File: src/rtl/mdio_pkg.sv
// Purpose : shared types and constants for the MDIO management master.
// Latency : n/a (package only).
// Backpres: n/a. Holds FSM states, ST/OP codes, frame field offsets and phase lengths.
package mdio_pkg;

  typedef enum logic [2:0] {
    S_IDLE,
    S_PREAMBLE,
    S_HEADER,
    S_TA,
    S_DATA,
    S_DONE
  } mdio_state_t;

  // Start-of-frame codes
  localparam logic [1:0] ST_C22 = 2'b01;
  localparam logic [1:0] ST_C45 = 2'b00;

  // Opcodes
  localparam logic [1:0] OP_C22_WR   = 2'b01;
  localparam logic [1:0] OP_C22_RD   = 2'b10;
  localparam logic [1:0] OP_C45_ADDR = 2'b00;
  localparam logic [1:0] OP_C45_WR   = 2'b01;
  localparam logic [1:0] OP_C45_PRD  = 2'b10;
  localparam logic [1:0] OP_C45_RD   = 2'b11;

  // Frame field offsets (MSB first on the wire)
  localparam int ST_MSB    = 31;
  localparam int ST_LSB    = 30;
  localparam int OP_MSB    = 29;
  localparam int OP_LSB    = 28;
  localparam int PHYAD_MSB = 27;
  localparam int PHYAD_LSB = 23;
  localparam int REGAD_MSB = 22;
  localparam int REGAD_LSB = 18;
  localparam int TA_MSB    = 17;
  localparam int TA_LSB    = 16;
  localparam int DATA_MSB  = 15;
  localparam int DATA_LSB  = 0;

  // Phase lengths in MDC bits, stored as last index
  localparam logic [5:0] HDR_LAST  = 6'd13;
  localparam logic [5:0] TA_LAST   = 6'd1;
  localparam logic [5:0] DATA_LAST = 6'd15;

  // A frame is read-type if the PHY drives TA/DATA back to us.
  function automatic logic f_is_read(input logic [1:0] st, input logic [1:0] op);
    if (st == ST_C22) return (op == OP_C22_RD);
    return (op == OP_C45_RD) || (op == OP_C45_PRD);
  endfunction

endpackage

File: src/rtl/mdio_clk_div.sv
// Purpose : MDC generator; DIV clk cycles low then DIV cycles high, with one-cycle
//           rise/fall strobes asserted in the clk cycle whose closing edge moves MDC.
// Latency : MDC starts low on the first enabled cycle. Backpres: none; held at 0 while i_en=0.
// Ports   : clk, rst_n (async active-low), i_en, o_mdc, o_mdc_rise, o_mdc_fall.
module mdio_clk_div #(
  parameter int DIV = 4
) (
  input  logic clk,
  input  logic rst_n,
  input  logic i_en,
  output logic o_mdc,
  output logic o_mdc_rise,
  output logic o_mdc_fall
);

  localparam logic [7:0] LAST = 8'(DIV - 1);

  logic [7:0] r_cnt;
  logic       r_mdc;
  logic       w_wrap;

  assign w_wrap     = i_en && (r_cnt == LAST);
  assign o_mdc      = r_mdc;
  assign o_mdc_rise = w_wrap && !r_mdc;
  assign o_mdc_fall = w_wrap &&  r_mdc;

  always_ff @(posedge clk or negedge rst_n) begin
    if (!rst_n) begin
      r_cnt <= 8'd0;
      r_mdc <= 1'b0;
    end else if (!i_en) begin
      r_cnt <= 8'd0;
      r_mdc <= 1'b0;
    end else if (w_wrap) begin
      r_cnt <= 8'd0;
      r_mdc <= !r_mdc;
    end else begin
      r_cnt <= r_cnt + 8'd1;
    end
  end

endmodule

File: src/rtl/mdio_master_ctrl.sv
// Purpose : IEEE 802.3 MDIO master; serialises a 32-bit frame behind a configurable preamble,
//           drives/releases the pad, captures read data and checks the PHY turnaround bit.
// Latency : (PRE_LEN+32)*2*MDC_DIV clk from first PREAMBLE cycle to DONE; BUSY from the cycle after START.
// Backpres: MDIO_START is ignored while BUSY; illegal frames give a one-cycle ERR, no MDC activity.
// Build   : define MDIO_CL45_EN to accept ST=00 (Clause 45) frames; otherwise they raise ERR.
// Ports   : clk, reset (async active-low), MDIO_START, T_DATA[31:0], MDIO_IN -> MDC, MDIO_OUT,
//           MDIO_OE, RD_DATA[15:0], DATA_RDY, BUSY, ERR, BIT_CNT[5:0].
module mdio_master_ctrl
  import mdio_pkg::*;
#(
  parameter int MDC_DIV = 4,
  parameter int PRE_LEN = 32
) (
  input  logic        clk,
  input  logic        reset,
  input  logic        MDIO_START,
  input  logic [31:0] T_DATA,
  input  logic        MDIO_IN,
  output logic        MDC,
  output logic        MDIO_OUT,
  output logic        MDIO_OE,
  output logic [15:0] RD_DATA,
  output logic        DATA_RDY,
  output logic        BUSY,
  output logic        ERR,
  output logic [5:0]  BIT_CNT
);

  localparam logic [5:0] PRE_LAST = (PRE_LEN == 0) ? 6'd0 : 6'(PRE_LEN - 1);

  mdio_state_t r_state, w_state_nxt;
  logic [5:0]  r_bit_cnt, w_bit_cnt_nxt;
  logic [31:0] r_shadow;
  logic        r_is_read;
  logic        r_ta_err;
  logic [15:0] r_rx;
  logic [15:0] r_rd_data;
  logic        r_mdio_out, w_mdio_out_nxt;
  logic        r_oe, w_oe_nxt;
  logic        r_data_rdy, w_data_rdy_nxt;
  logic        r_err, w_err_nxt;

  logic        w_clk_en, w_mdc_rise, w_mdc_fall;
  logic [1:0]  w_st, w_op;
  logic        w_legal, w_start_read, w_rd_nxt;
  logic [31:0] w_src;

  assign w_st         = T_DATA[ST_MSB:ST_LSB];
  assign w_op         = T_DATA[OP_MSB:OP_LSB];
  assign w_start_read = f_is_read(w_st, w_op);

`ifdef MDIO_CL45_EN
  assign w_legal = ((w_st == ST_C22) && ((w_op == OP_C22_WR) || (w_op == OP_C22_RD)))
                || (w_st == ST_C45);
`else
  assign w_legal = (w_st == ST_C22) && ((w_op == OP_C22_WR) || (w_op == OP_C22_RD));
`endif

  assign w_clk_en = (r_state == S_PREAMBLE) || (r_state == S_HEADER) ||
                    (r_state == S_TA)       || (r_state == S_DATA);

  mdio_clk_div #(.DIV(MDC_DIV)) u_clk_div (
    .clk        (clk),
    .rst_n      (reset),
    .i_en       (w_clk_en),
    .o_mdc      (MDC),
    .o_mdc_rise (w_mdc_rise),
    .o_mdc_fall (w_mdc_fall)
  );

  // Next-state: every phase advances on the MDC falling strobe.
  always_comb begin
    w_state_nxt    = r_state;
    w_bit_cnt_nxt  = r_bit_cnt;
    w_data_rdy_nxt = 1'b0;
    w_err_nxt      = 1'b0;
    case (r_state)
      S_IDLE: begin
        if (MDIO_START) begin
          if (w_legal) begin
            w_state_nxt   = (PRE_LEN == 0) ? S_HEADER : S_PREAMBLE;
            w_bit_cnt_nxt = 6'd0;
          end else begin
            w_err_nxt = 1'b1;
          end
        end
      end
      S_PREAMBLE: begin
        if (w_mdc_fall) begin
          if (r_bit_cnt == PRE_LAST) begin
            w_state_nxt   = S_HEADER;
            w_bit_cnt_nxt = 6'd0;
          end else begin
            w_bit_cnt_nxt = r_bit_cnt + 6'd1;
          end
        end
      end
      S_HEADER: begin
        if (w_mdc_fall) begin
          if (r_bit_cnt == HDR_LAST) begin
            w_state_nxt   = S_TA;
            w_bit_cnt_nxt = 6'd0;
          end else begin
            w_bit_cnt_nxt = r_bit_cnt + 6'd1;
          end
        end
      end
      S_TA: begin
        if (w_mdc_fall) begin
          if (r_bit_cnt == TA_LAST) begin
            w_state_nxt   = S_DATA;
            w_bit_cnt_nxt = 6'd0;
          end else begin
            w_bit_cnt_nxt = r_bit_cnt + 6'd1;
          end
        end
      end
      S_DATA: begin
        if (w_mdc_fall) begin
          if (r_bit_cnt == DATA_LAST) begin
            w_state_nxt    = S_DONE;
            w_bit_cnt_nxt  = 6'd0;
            w_data_rdy_nxt = r_is_read;
            w_err_nxt      = r_is_read && r_ta_err;
          end else begin
            w_bit_cnt_nxt = r_bit_cnt + 6'd1;
          end
        end
      end
      S_DONE: begin
        w_state_nxt = S_IDLE;
      end
      default: begin
        w_state_nxt   = S_IDLE;
        w_bit_cnt_nxt = 6'd0;
      end
    endcase
  end

  // Pad outputs follow the next state, so they only move together with a state/count step
  // (frame entry or an MDC fall). At frame entry the shadow is not loaded yet: use T_DATA.
  assign w_src    = (r_state == S_IDLE) ? T_DATA : r_shadow;
  assign w_rd_nxt = (r_state == S_IDLE) ? w_start_read : r_is_read;

  always_comb begin
    w_oe_nxt       = 1'b0;
    w_mdio_out_nxt = 1'b0;
    case (w_state_nxt)
      S_PREAMBLE: begin
        w_oe_nxt       = 1'b1;
        w_mdio_out_nxt = 1'b1;
      end
      S_HEADER: begin
        w_oe_nxt       = 1'b1;
        w_mdio_out_nxt = w_src[5'd31 - w_bit_cnt_nxt[4:0]];
      end
      S_TA: begin
        // Write turnaround is always 1 then 0; reads release the pad.
        w_oe_nxt       = !w_rd_nxt;
        w_mdio_out_nxt = !w_rd_nxt && !w_bit_cnt_nxt[0];
      end
      S_DATA: begin
        w_oe_nxt       = !w_rd_nxt;
        w_mdio_out_nxt = !w_rd_nxt && w_src[5'd15 - w_bit_cnt_nxt[4:0]];
      end
      default: begin
        w_oe_nxt       = 1'b0;
        w_mdio_out_nxt = 1'b0;
      end
    endcase
  end

  always_ff @(posedge clk or negedge reset) begin
    if (!reset) begin
      r_state    <= S_IDLE;
      r_bit_cnt  <= 6'd0;
      r_shadow   <= 32'd0;
      r_is_read  <= 1'b0;
      r_ta_err   <= 1'b0;
      r_rx       <= 16'd0;
      r_rd_data  <= 16'd0;
      r_mdio_out <= 1'b0;
      r_oe       <= 1'b0;
      r_data_rdy <= 1'b0;
      r_err      <= 1'b0;
    end else begin
      r_state    <= w_state_nxt;
      r_bit_cnt  <= w_bit_cnt_nxt;
      r_mdio_out <= w_mdio_out_nxt;
      r_oe       <= w_oe_nxt;
      r_data_rdy <= w_data_rdy_nxt;
      r_err      <= w_err_nxt;
      if ((r_state == S_IDLE) && MDIO_START && w_legal) begin
        r_shadow  <= T_DATA;
        r_is_read <= w_start_read;
        r_ta_err  <= 1'b0;
      end
      // PHY data is sampled as MDC rises; only the second TA bit is checked.
      if (w_mdc_rise && r_is_read) begin
        if ((r_state == S_TA) && r_bit_cnt[0]) r_ta_err <= MDIO_IN;
        if (r_state == S_DATA) r_rx <= {r_rx[14:0], MDIO_IN};
      end
      // The last sample lands on the rise before the final fall, so r_rx is complete here.
      if (w_data_rdy_nxt) r_rd_data <= r_rx;
    end
  end

  assign MDIO_OUT = r_mdio_out;
  assign MDIO_OE  = r_oe;
  assign RD_DATA  = r_rd_data;
  assign DATA_RDY = r_data_rdy;
  assign ERR      = r_err;
  assign BUSY     = (r_state != S_IDLE);
  assign BIT_CNT  = r_bit_cnt;

endmodule

File: config.mk
export PLATFORM = sky130hd
export DESIGN_NAME = mdio_master_ctrl
export DESIGN_NICKNAME = d
export VERILOG_FILES = /design/src/rtl/mdio_pkg.sv /design/src/rtl/mdio_clk_div.sv /design/src/rtl/mdio_master_ctrl.sv
export SDC_FILE = /design/constraint.sdc
export NUM_CORES = 1
export LEC_CHECK = 0
export CORE_ASPECT_RATIO = 0.6
export CORE_MARGIN = 8
export CORE_UTILIZATION = 50
export CTS_CLUSTER_SIZE = 24
export DETAILED_ROUTE_END_ITERATION = 10
export PLACE_DENSITY = 0.75
export SYNTH_ARGS = -nofsm -noshare
export SYNTH_HDL_FRONTEND = slang
export SYNTH_SLANG_ARGS = --single-unit
export TNS_END_PERCENT = 5
File: constraint.sdc
create_clock -name clk -period 6.2 [get_ports clk]
set_input_delay 1.24 -clock clk [delete_from_list [all_inputs] [get_ports clk]]
set_output_delay 1.24 -clock clk [all_outputs]
set_load 0.01 [all_outputs]
---- Yosys cells after proc, flatten, opt, wreduce, memory -nomap -nowiden ----
Cells that the tools add are included.
storage, ports and cells
  RAM bits ................................ 0
  latch bits .............................. 0
  bits in read-only memories .............. 0
  memories ................................ 0
  word-level logic and storage cells ...... 119
  flip-flop bits (word level) ............. 88
  bits of input ports ..................... 36
  output and inout bits ................... 28
operators by class
  div/mod/pow operators ................... 0
  $lt $le $gt $ge ......................... 2
  equal/unequal tests ..................... 25
  reduce and logical (&&, ||, !) cells .... 25
  bitwise logic cells ..................... 1
  add/subtract/negate cells ............... 4
  $mul .................................... 0
  muxes and demuxes ....................... 48
  shift-type cells ........................ 0
operators with widths
  kind                                                                   count
  6-bit 2-to-1 mux                                                       10
  6-bit one-hot mux with 6 select lines                                  1
  32-bit 2-to-1 mux                                                      1
  3-bit 2-to-1 mux                                                       10
  1-bit 2-to-1 mux                                                       18
  8-bit 2-to-1 mux                                                       2
  3-bit one-hot mux with 5 select lines                                  1
  3-bit by 2-bit == test with 1-bit output (second input constant)       4
  6-bit by 4-bit == test with 1-bit output (second input constant)       2
  5-bit by 6-bit < comparator with 1-bit output (second input constant)  2
  1-bit logical AND                                                      11
  1-bit binary-select mux with 5-bit select                              2
  3-bit == test (second input constant)                                  3
  8-bit by 1-bit adder with 8-bit output (second input constant)         1
  8-bit by 2-bit == test with 1-bit output (second input constant)       1
  2-bit by 1-bit != test with 1-bit output (second input constant)       4
  7-bit AND reduction                                                    1
  6-bit by 1-bit adder with 6-bit output (second input constant)         1
  3-bit by 1-bit == test with 1-bit output (second input constant)       2
  6-bit by 1-bit == test with 1-bit output (second input constant)       1
  6-bit by 5-bit == test with 1-bit output (second input constant)       1
  2-bit != test (second input constant)                                  3
  1-bit logical OR                                                       5
  4-bit by 5-bit subtractor with 5-bit output (first input constant)     1
  other kinds (11)                                                       17

---- Logic depth before layout (Yosys ltp) ----
Gate-level depths: netlist (run 1).
  depth after elaboration ................. 13
  depth in mapped cells ................... 13
  gate-level depth less buffers ........... 12

---- By module ----
A second synthesis (run 1) with hierarchy kept.
unflattened totals
  cells, all modules ...................... 496
  area, all modules ....................... 4823.4 um^2
modules (own cells, without submodules)
  module            cells an instance  area each (um^2)  instances  seq. area each (um^2)
  mdio_master_ctrl  451                4385.5            1          1976.9
  mdio_clk_div      45                 437.9             1          225.2

---- Least setup slack after synthesis (run 1) ----
No wires, ideal clock.
  kind .................................... input port to flip-flop
  start ................................... in T_DATA[28]
  end ..................................... reg r_mdio_out (netlist: MDIO_OUT)
  path slack .............................. 2330 ps
  data required time ...................... 6080 ps
  buffers on the path ..................... 1
  arrival time ............................ 3750 ps
  stages .................................. 13
  library setup time ...................... 120 ps
  cells stage by stage .................... inv_1 -> ha_1 -> nor4bb_1 -> a211oi_1 -> a21o_1 -> a22o_4 -> buf_2 -> mux4_2 -> mux2i_1 -> mux2i_1 -> mux2i_1 -> a21oi_1 -> o211a_1
on the way
  cells in the longest elaborated chain, start to end .. 11
  elaborated cells on any way between the ends .. 31
  classes of those cells .................. 2 x add/sub; 7 x eq/ne; 15 x mux; 7 x reduce/logical
ends and longest elaborated chain
  what                                                                              RTL line                 text
  start: declaration                                                                mdio_master_ctrl.sv:17   input logic [31:0] T_DATA,
  2-bit by 1-bit == test with 1-bit output / 2-bit == test (equally long branches)  mdio_master_ctrl.sv:56   assign w_legal = (w_st == ST_C22) && ((w_op == OP_C22_WR) || (w_op == OP_C22_RD));
  1-bit logical OR (*)                                                              mdio_master_ctrl.sv:56
  1-bit logical AND (*)                                                             mdio_master_ctrl.sv:56
  6-bit 2-to-1 mux (*)                                                              mdio_master_ctrl.sv:80   if (w_legal) begin
  6-bit 2-to-1 mux (*)                                                              mdio_master_ctrl.sv:79   if (MDIO_START) begin
  6-bit one-hot mux with 6 select lines (*)                                         mdio_master_ctrl.sv:77   case (r_state)
  net w_bit_cnt_nxt[1]                                                              mdio_master_ctrl.sv:32   logic [5:0] r_bit_cnt, w_bit_cnt_nxt;
  4-bit by 5-bit subtractor with 5-bit output                                       mdio_master_ctrl.sv:164  w_mdio_out_nxt = !w_rd_nxt && w_src[5'd15 - w_bit_cnt_nxt[4:0]];
  1-bit binary-select mux with 5-bit select                                         mdio_master_ctrl.sv:164
  1-bit 2-to-1 mux (implied by the code)                                            mdio_master_ctrl.sv:164
  1-bit logical AND                                                                 mdio_master_ctrl.sv:164
  1-bit one-hot mux with 4 select lines (*)                                         mdio_master_ctrl.sv:148  case (w_state_nxt)
  net w_mdio_out_nxt                                                                mdio_master_ctrl.sv:38   logic r_mdio_out, w_mdio_out_nxt;
  end signal: assignment                                                            mdio_master_ctrl.sv:189  r_mdio_out <= w_mdio_out_nxt;
  end: declaration                                                                  mdio_master_ctrl.sv:38
The timed path passes the listed nets; every way through them passes the cells marked *. The select of a mux whose other input is x is not followed.
A chain may end at the register's enable or synchronous reset.

---- Worst setup path in the final report (run 1) ----
  start ................................... in T_DATA[28]
  end ..................................... reg r_mdio_out (netlist: MDIO_OUT)
on the way
  cells in the longest elaborated chain, start to end .. 11
  elaborated cells on any way between the ends .. 31
  classes of those cells .................. 2 x add/sub; 7 x eq/ne; 15 x mux; 7 x reduce/logical
ends and longest elaborated chain
  what                                                                              RTL line
  2-bit by 1-bit == test with 1-bit output / 2-bit == test (equally long branches)  mdio_master_ctrl.sv:56, mdio_pkg.sv:48, mdio_pkg.sv:49
  1-bit logical OR                                                                  mdio_master_ctrl.sv:56
  1-bit logical AND                                                                 mdio_master_ctrl.sv:56
  6-bit 2-to-1 mux                                                                  mdio_master_ctrl.sv:80
  6-bit 2-to-1 mux                                                                  mdio_master_ctrl.sv:79
  6-bit one-hot mux with 6 select lines                                             mdio_master_ctrl.sv:77
  4-bit by 5-bit subtractor with 5-bit output                                       mdio_master_ctrl.sv:164
  1-bit binary-select mux with 5-bit select                                         mdio_master_ctrl.sv:164
  1-bit 2-to-1 mux (implied by the code)                                            mdio_master_ctrl.sv:164
  1-bit logical AND                                                                 mdio_master_ctrl.sv:164
  1-bit one-hot mux with 4 select lines (*)                                         mdio_master_ctrl.sv:148
  net w_mdio_out_nxt                                                                mdio_master_ctrl.sv:38
Marks and branches as above.

==> impl_results.md, run 1 <==
- CTS tree: done
- Final Cycle Share: 0.754
- Avg Cell Area, Syn: 10.1 µm²
- Worst EP required: 6.42 ns
- CP Max Fanout: 8
- Worst setup SP type: primary input
- Max Fclk: around 210 MHz
- Fill cells: 750
- Mapped Nets: about 500
- Final hold vios: 0
- IO Pins: 64
- Power Dens Cells: 209 nW/µm²
- Sum Neg Setup Slack: 0 ns
- Reg2Reg Depth: 11
- Largest family of logic cells by synthesized area: simple AND/OR/NAND/NOR gates
- Worst Setup EP: MDIO_OUT
- Die Area: 12600 µm²
- Cell row count: 27
- Reg2Reg Capture Point: MDIO_OUT
- Critical path type: in2reg
- Post-synthesis mux area share: 0.162
- Post-Synthesis Cells: 455
- GPL Wtd Cong: 0.893
- Top FF cell, synth: dfrtp_1
- Max-cap violations: 0
- Status: completed
- Path type of the worst min-delay path: reg2reg
- Hold Startpoint: RD_DATA[14]
- Synth cell types: 61
- Largest net degree at the start of global routing: roughly 90
- Netlist Area Pre-Place: roughly 4600 µm²
- Vias: 3681
- Initial DRC count: between 300 and 400
- Final setup fails: 0
- WL met3: approximately 700 µm
- CP endpoint kind: register
- Simple-Gate Fraction of Synth Area: 0.188
- Congestion Overflow GR: 0
- Reg2reg start: u_clk_div.r_cnt[0]
- Worst slew pin tran: 1.10 ns
- Adder-cell share of the synthesized area: 0.0136
- Drt wl/cell: 17.8 µm
- Worst rel slew slack: 0.267
- Drt pass-1 iters: 7
- Post-synth EDFFs: 0
- Register area share after synthesis: 0.479
- Min Tclk post-route: 4.68 ns
- Dpl cells: 615
- Final WL: around 11000 µm
- Clock transition at path regs: 0.06 ns
- Input/output buffers: 63
- Later-pin clock latency in the skew report: 0.34 ns
- CP Data Arrival Time: 4.90 ns
- Die Wd: between 100 and 150 µm
- Lkg Pwr: ~0.0026 µW
- Diodes inserted: 0
- Metal-1 WL: around 5400 µm
- Initial antenna violation count: 0
- DRC: 0
- R2r setup slk: 2.70 ns
- Pins Over Slew Limit: 0
- Worst Setup SP: T_DATA[28]
- Hold buffer count at CTS: 0
- First-pass GRT wire length: approximately 19000 µm
- Final ANT Viol Nets: 0
- Post-synthesis xor/xnor area fraction: 0.0191
- Number of global-route vias before repair: 3631
- Peak supply drop: 142 µV
- Area of the core: 9050 µm²
- Cts bufs inserted: 9
- Clock root cell: clkbuf_16
- Post-DP HPWL: about 8000 µm
- Layout cell share with drive strength beyond 1: 0.136
- Area grow syn2layout: 21.8%
- Largest buffer count on any clock path: 2
- Final Net Count: 551
- Asr flop ratio synth: 1.00
- Max Used Layer: met4
- DR WL met2: 5050 µm
- Worst clock skew: ~0.0038 ns
- Level count of the clock H-tree: 3
- Setup bufs post-CTS: 0
- Post-synthesis compound-gate area fraction: 0.105
- # resized after CTS: 0
- Non-Filler Instances: 630
- Total global routing track utilization: 0.180
- Unrepaired setup endpoints after global routing: no
- Number of synthesized register bits: slightly below 90
- Via density: approximately 5.8
- Syn. warnings: 0
- Die Height: ~90 µm
- Starting Density: 0.508
- Clock Sinks: 88
layout by cell type, fill, tap and decap left out, drive strengths merged, types with 5 or more instances in the layout:
cell type / instances
a221oi: 6
a21oi: 17
mux4: 8
clkdlybuf4s50: 62
o21ai: 22
ha: 5
inv: 18
nand3: 14
nand2b: 5
clkbuf: 11
xor2: 7
nand2: 103
mux2i: 11
dfrtp: 88
mux2: 39
nor2: 28
how the worst min path moves through the flow:
stage	end	slack, ns	cells past startpoint
after floorplan	r_shadow[30]	0.43	1
after global placement	RD_DATA[6]	0.45	2
after detailed placement	r_shadow[30]	0.45	1
after CTS	r_shadow[30]	0.47	1
after global routing	RD_DATA[4]	0.50	2
final	RD_DATA[14]	0.47	2
per-stage QoR:
stage / hold slack (ns) / utilization / cell area (µm²) / setup slack, ns / power (µW)
global placement: 0.452 / 0.585 / 5300 / 1.46 / 627
detailed placement: 0.449 / 0.585 / 5300 / 1.25 / 628
floorplan: 0.429 / - / 4600 / 2.33 / 591
CTS: 0.468 / 0.619 / 5600 / 1.60 / 1180
global route: 0.496 / 0.619 / 5600 / 1.34 / 1200
finish: 0.465 / 0.619 / 5600 / 1.52 / 1170
report_power, final:
| part | leakage [µW] | internal, µW | switching (µW) | total (µW) |
|---|---|---|---|---|
| combinational | 0.00125 | 21.7 | 20.2 | 41.8 |
| clock | 0.000152 | 333 | 218 | 551 |
| sequential | 0.00120 | 575 | 0.428 | 575 |
area by class of cell:
class / count / area [µm²] / share of cell area
inverters: 17 / 66.3 / 0.0118
flip-flops and latches: 88 / 2200 / 0.393
multi-input cells: 329 / 2240 / 0.400
repair buffers: 65 / 643 / 0.115
well taps: 116 / 145 / 0.0259
clock inverters: 4 / 52.6 / 0.00938
clock buffers: 11 / 253 / 0.0451
worst max-delay path, stage by stage:
cell	delay, ns
clkdlybuf4s50_1	0.53
inv_1	0.07
ha_1	0.31
nor4bb_1	0.59
a211oi_1	0.30
a21o_1	0.29
a32o_1	0.38
a221oi_1	0.37
mux2i_1	0.13
mux2_2	0.29
mux2i_1	0.14
o211ai_1	0.10
o211a_1	0.16
sequential cells by signal, summed over array words and instances (netlist names), 3 cells and up:
register / count
u_clk_div.r_cnt: 8
r_shadow: 32
r_state: 3
r_rx: 16
BIT_CNT: 6
RD_DATA: 16
synth_stat cells, types with 3 or more instances:
master / number / area [µm²]
xnor2_1: 3 / 26.3
nand4b_1: 3 / 26.3
nor2b_1: 4 / 25.0
nand4_1: 3 / 18.8
nor3_1: 3 / 15.0
mux4_2: 4 / 90.1
a21oi_1: 17 / 85.1
clkbuf_1: 15 / 56.3
inv_1: 16 / 60.1
and2_1: 3 / 18.8
nand3_1: 14 / 70.1
buf_2: 3 / 15.0
o21ai_0: 22 / 110
ha_1: 5 / 62.6
mux4_1: 4 / 105
mux2_2: 39 / 439
nand2b_1: 5 / 31.3
nor2_1: 28 / 105
o211ai_1: 3 / 22.5
a221oi_1: 6 / 52.6
mux2i_1: 11 / 110
xor2_1: 7 / 61.3
dfrtp_1: 88 / 2200
nand2_1: 103 / 387
routing by layer:
layer,GRT usage,vias to the layer above
li1,-,1709
met1,0.259,1836
met2,0.268,128
met3,0.0443,8
met4,0.0386,0
met5,0,-
kinds of logic after synthesis:
group	Yosys count
xor gates and xnor gates	10
AOI/OAI and AO/OA	71
adders and majority gates	5
muxes	58
DFF	88
and+or+nand+nor	185
buffers and inverters	38
Note: power is estimated with default switching activity, not from simulation.
==> run 2, diff against run 1 <==
==> constraint.sdc (replaced) <==
create_clock -name clk -period 4.9 [get_ports clk]
set_input_delay 0.98 -clock clk [delete_from_list [all_inputs] [get_ports clk]]
set_output_delay 0.98 -clock clk [all_outputs]
set_load 0.01 [all_outputs]
==> run 2 against run 1 <==
  * Clock-buffer cell count decreased by 1
  * Sequential share of layout area rose by 0.13 points
  * Setup slack got worse by 1.0 ns
  * Sequential power up 27%
  * Via count is 1.4% lower
  * Design area shrank 0.34%
  * Hold slack better by 0.0034 ns
  * Highest routed layer unchanged
  * Die area unchanged
  * Clock skew increased by 0.0021 ns
  * Sequential cell count stayed put
==> impl_results.md, run 2 (synthesized netlist as in run 1, its figures left out) <==
- IO Pins: 64 (unchanged)
- Total global routing track utilization: 0.178 (-0.00158)
- Peak supply drop: 171 µV (+20%)
- Largest buffer count on any clock path: 2 (unchanged)
- Level count of the clock H-tree: 3 (unchanged)
- Fill cells: 733 (-2.3%)
- Post-DP HPWL: 7690 µm (-2.5%)
- Area of the core: 9050 µm² (unchanged)
- Via density: 5.76 (-1.4%)
- Lkg Pwr: 0.00259 µW (-0.36%)
- Pins Over Slew Limit: 0 (unchanged)
- Final hold vios: 0 (unchanged)
- Worst slew pin tran: 1.09 ns (-0.00840 ns)
- WL met3: 743 µm (+7.1%)
- Layout cell share with drive strength beyond 1: 0.134 (-0.00195)
- Most common cell after layout, fill and taps aside: nand2_1
- Clock root cell: clkbuf_16
- Die Area: 12600 µm² (unchanged)
- Metal-1 WL: 5390 µm (+0.52%)
- Dpl cells: 615 (unchanged)
- Most frequent cells in the layout: nand2_1, dfrtp_1, clkdlybuf4s50_1
- Path type of the worst min-delay path: reg2reg
- Area grow syn2layout: 21.4%
- Worst EP required: 5.12 ns (-1.30 ns)
- Hold buffer count at CTS: 0 (unchanged)
- Worst rel slew slack: 0.273 (+0.00560)
- Diodes inserted: 0 (unchanged)
- Worst-path cell with the longest stage delay: clkdlybuf4s50_1
- Input/output buffers: 63 (unchanged)
- Cell row count: 27 (unchanged)
- Unrepaired setup endpoints after global routing: no
- Congestion Overflow GR: 0 (unchanged)
- Clock transition at path regs: 0.06 ns (about the same)
- CP max stage delay: 0.53 ns (-0.06 ns)
- Final core area utilization: 0.617 (-0.00207)
- Number of global-route vias before repair: 3500 (-3.6%)
- Final setup fails: 0 (unchanged)
- Sum Neg Setup Slack: 0 ns (unchanged)
- CP most frequent cell: mux2i_1
- Sequential Area: 2200 µm² (unchanged)
- Drt pass-1 iters: 5 (-2)
- Vias: 3628 (-1.4%)
- Die Height: 90.3 µm (unchanged)
- Final Net Count: 551 (unchanged)
- CP Max Fanout: 14 (+6)
- Initial DRC count: 311 (-9.6%)
- Status: completed
- Largest net degree at the start of global routing: 89 (unchanged)
- Final ANT Viol Nets: 0 (unchanged)
- Max Used Layer: met4
- Final WL: 11100 µm (-1.0%)
- Multi-input logic area: 2240 µm² (unchanged)
- CTS tree: done
- Die Wd: 140 µm (unchanged)
- Largest register FFs: 32 (unchanged)
- Setup bufs post-CTS: 0 (unchanged)
- Min Tclk post-route: 4.39 ns
- Drt wl/cell: 17.6 µm (-1.0%)
- Biggest register: r_shadow
- Non-Filler Instances: 630 (unchanged)
- Cts bufs inserted: 9 (unchanged)
- Final Cycle Share: 0.895
- CP Data Arrival Time: 4.61 ns (-0.29 ns)
- DRC: 0 (unchanged)
- Power Dens Cells: 260 nW/µm² (+25%)
- # resized after CTS: 0 (unchanged)
- Worst setup SP type: primary input
- Max Fclk: 228 MHz
- Critical path, cell by cell: clkdlybuf4s50_1 -> inv_1 -> ha_1 -> nor4bb_1 -> a211oi_1 -> a21o_1 -> a22o_4 -> mux4_2 -> mux2i_1 -> mux2i_1 -> mux2i_1 -> a21oi_1 -> o211a_1
- Clock Sinks: 88 (unchanged)
- Critical path type: in2reg
- First-pass GRT wire length: 18300 µm (-2.2%)
- Worst clock skew: 0.00589 ns (+0.00212 ns)
- Starting Density: 0.508 (unchanged)
- GPL Wtd Cong: 0.898 (+0.50%)
- Max-cap violations: 0 (unchanged)
- DR WL met2: 4830 µm (-4.4%)
- CP endpoint kind: register
- Later-pin clock latency in the skew report: 0.34 ns (about the same)
- Initial antenna violation count: 0 (unchanged)
-- run 2: area by class of cell --
class                           count  area share
Clock buffer                       10      0.0410
Clock inverter                      5      0.0103
Inverter                           17      0.0119
Multi-Input combinational cell    329       0.401
Sequential cell                    88       0.395
Tap cell                          116      0.0260
Timing Repair Buffer               65       0.115
-- run 2: metrics by stage --
| stage | total power, µW | hold WS, ns | setup WS, ns | instance area (µm²) |
|---|---|---|---|---|
| after floorplan | 747 | 0.429 | 1.29 | 4600 |
| after global placement | 794 | 0.452 | 0.440 | 5300 |
| after detailed placement | 795 | 0.456 | 0.263 | 5300 |
| after CTS | 1470 | 0.473 | 0.585 | 5580 |
| after global routing | 1490 | 0.497 | 0.365 | 5580 |
| final | 1450 | 0.469 | 0.512 | 5580 |
-- run 2: final timing paths --
kind	start	to	slack, ns	cells past startpoint
setup / recovery	T_DATA[28]	MDIO_OUT	0.51	13
min in group asynchronous	reset	r_shadow[29]	0.85	1
max in group asynchronous	reset	MDIO_OE	3.36	1
setup reg to reg	u_clk_div.r_cnt[0]	MDIO_OUT	1.27	11
hold / removal	RD_DATA[10]	RD_DATA[10]	0.47	2
hold reg to reg	RD_DATA[10]	RD_DATA[10]	0.47	2
-- run 2: critical path: cells and delay by family --
family / cells / cell delay [ns]
simple gates: 1 / 0.52
fa+ha+maj: 1 / 0.32
mux: 4 / 0.91
compound gates: 5 / 1.25
buf+inv: 2 / 0.60
-- run 2: power breakdown --
group	internal, µW	switching, µW	total (µW)
combinational	27.4	25.1	52.5
sequential	727	0.622	728
clock	393	280	673
total	1150	305	1450
-- run 2: per-layer routing --
metal / track usage / vias to the layer above
met4: 0.0485 / 0
met5: 0 / -
met3: 0.0517 / 13
li1: - / 1701
met1: 0.256 / 1778
met2: 0.256 / 136
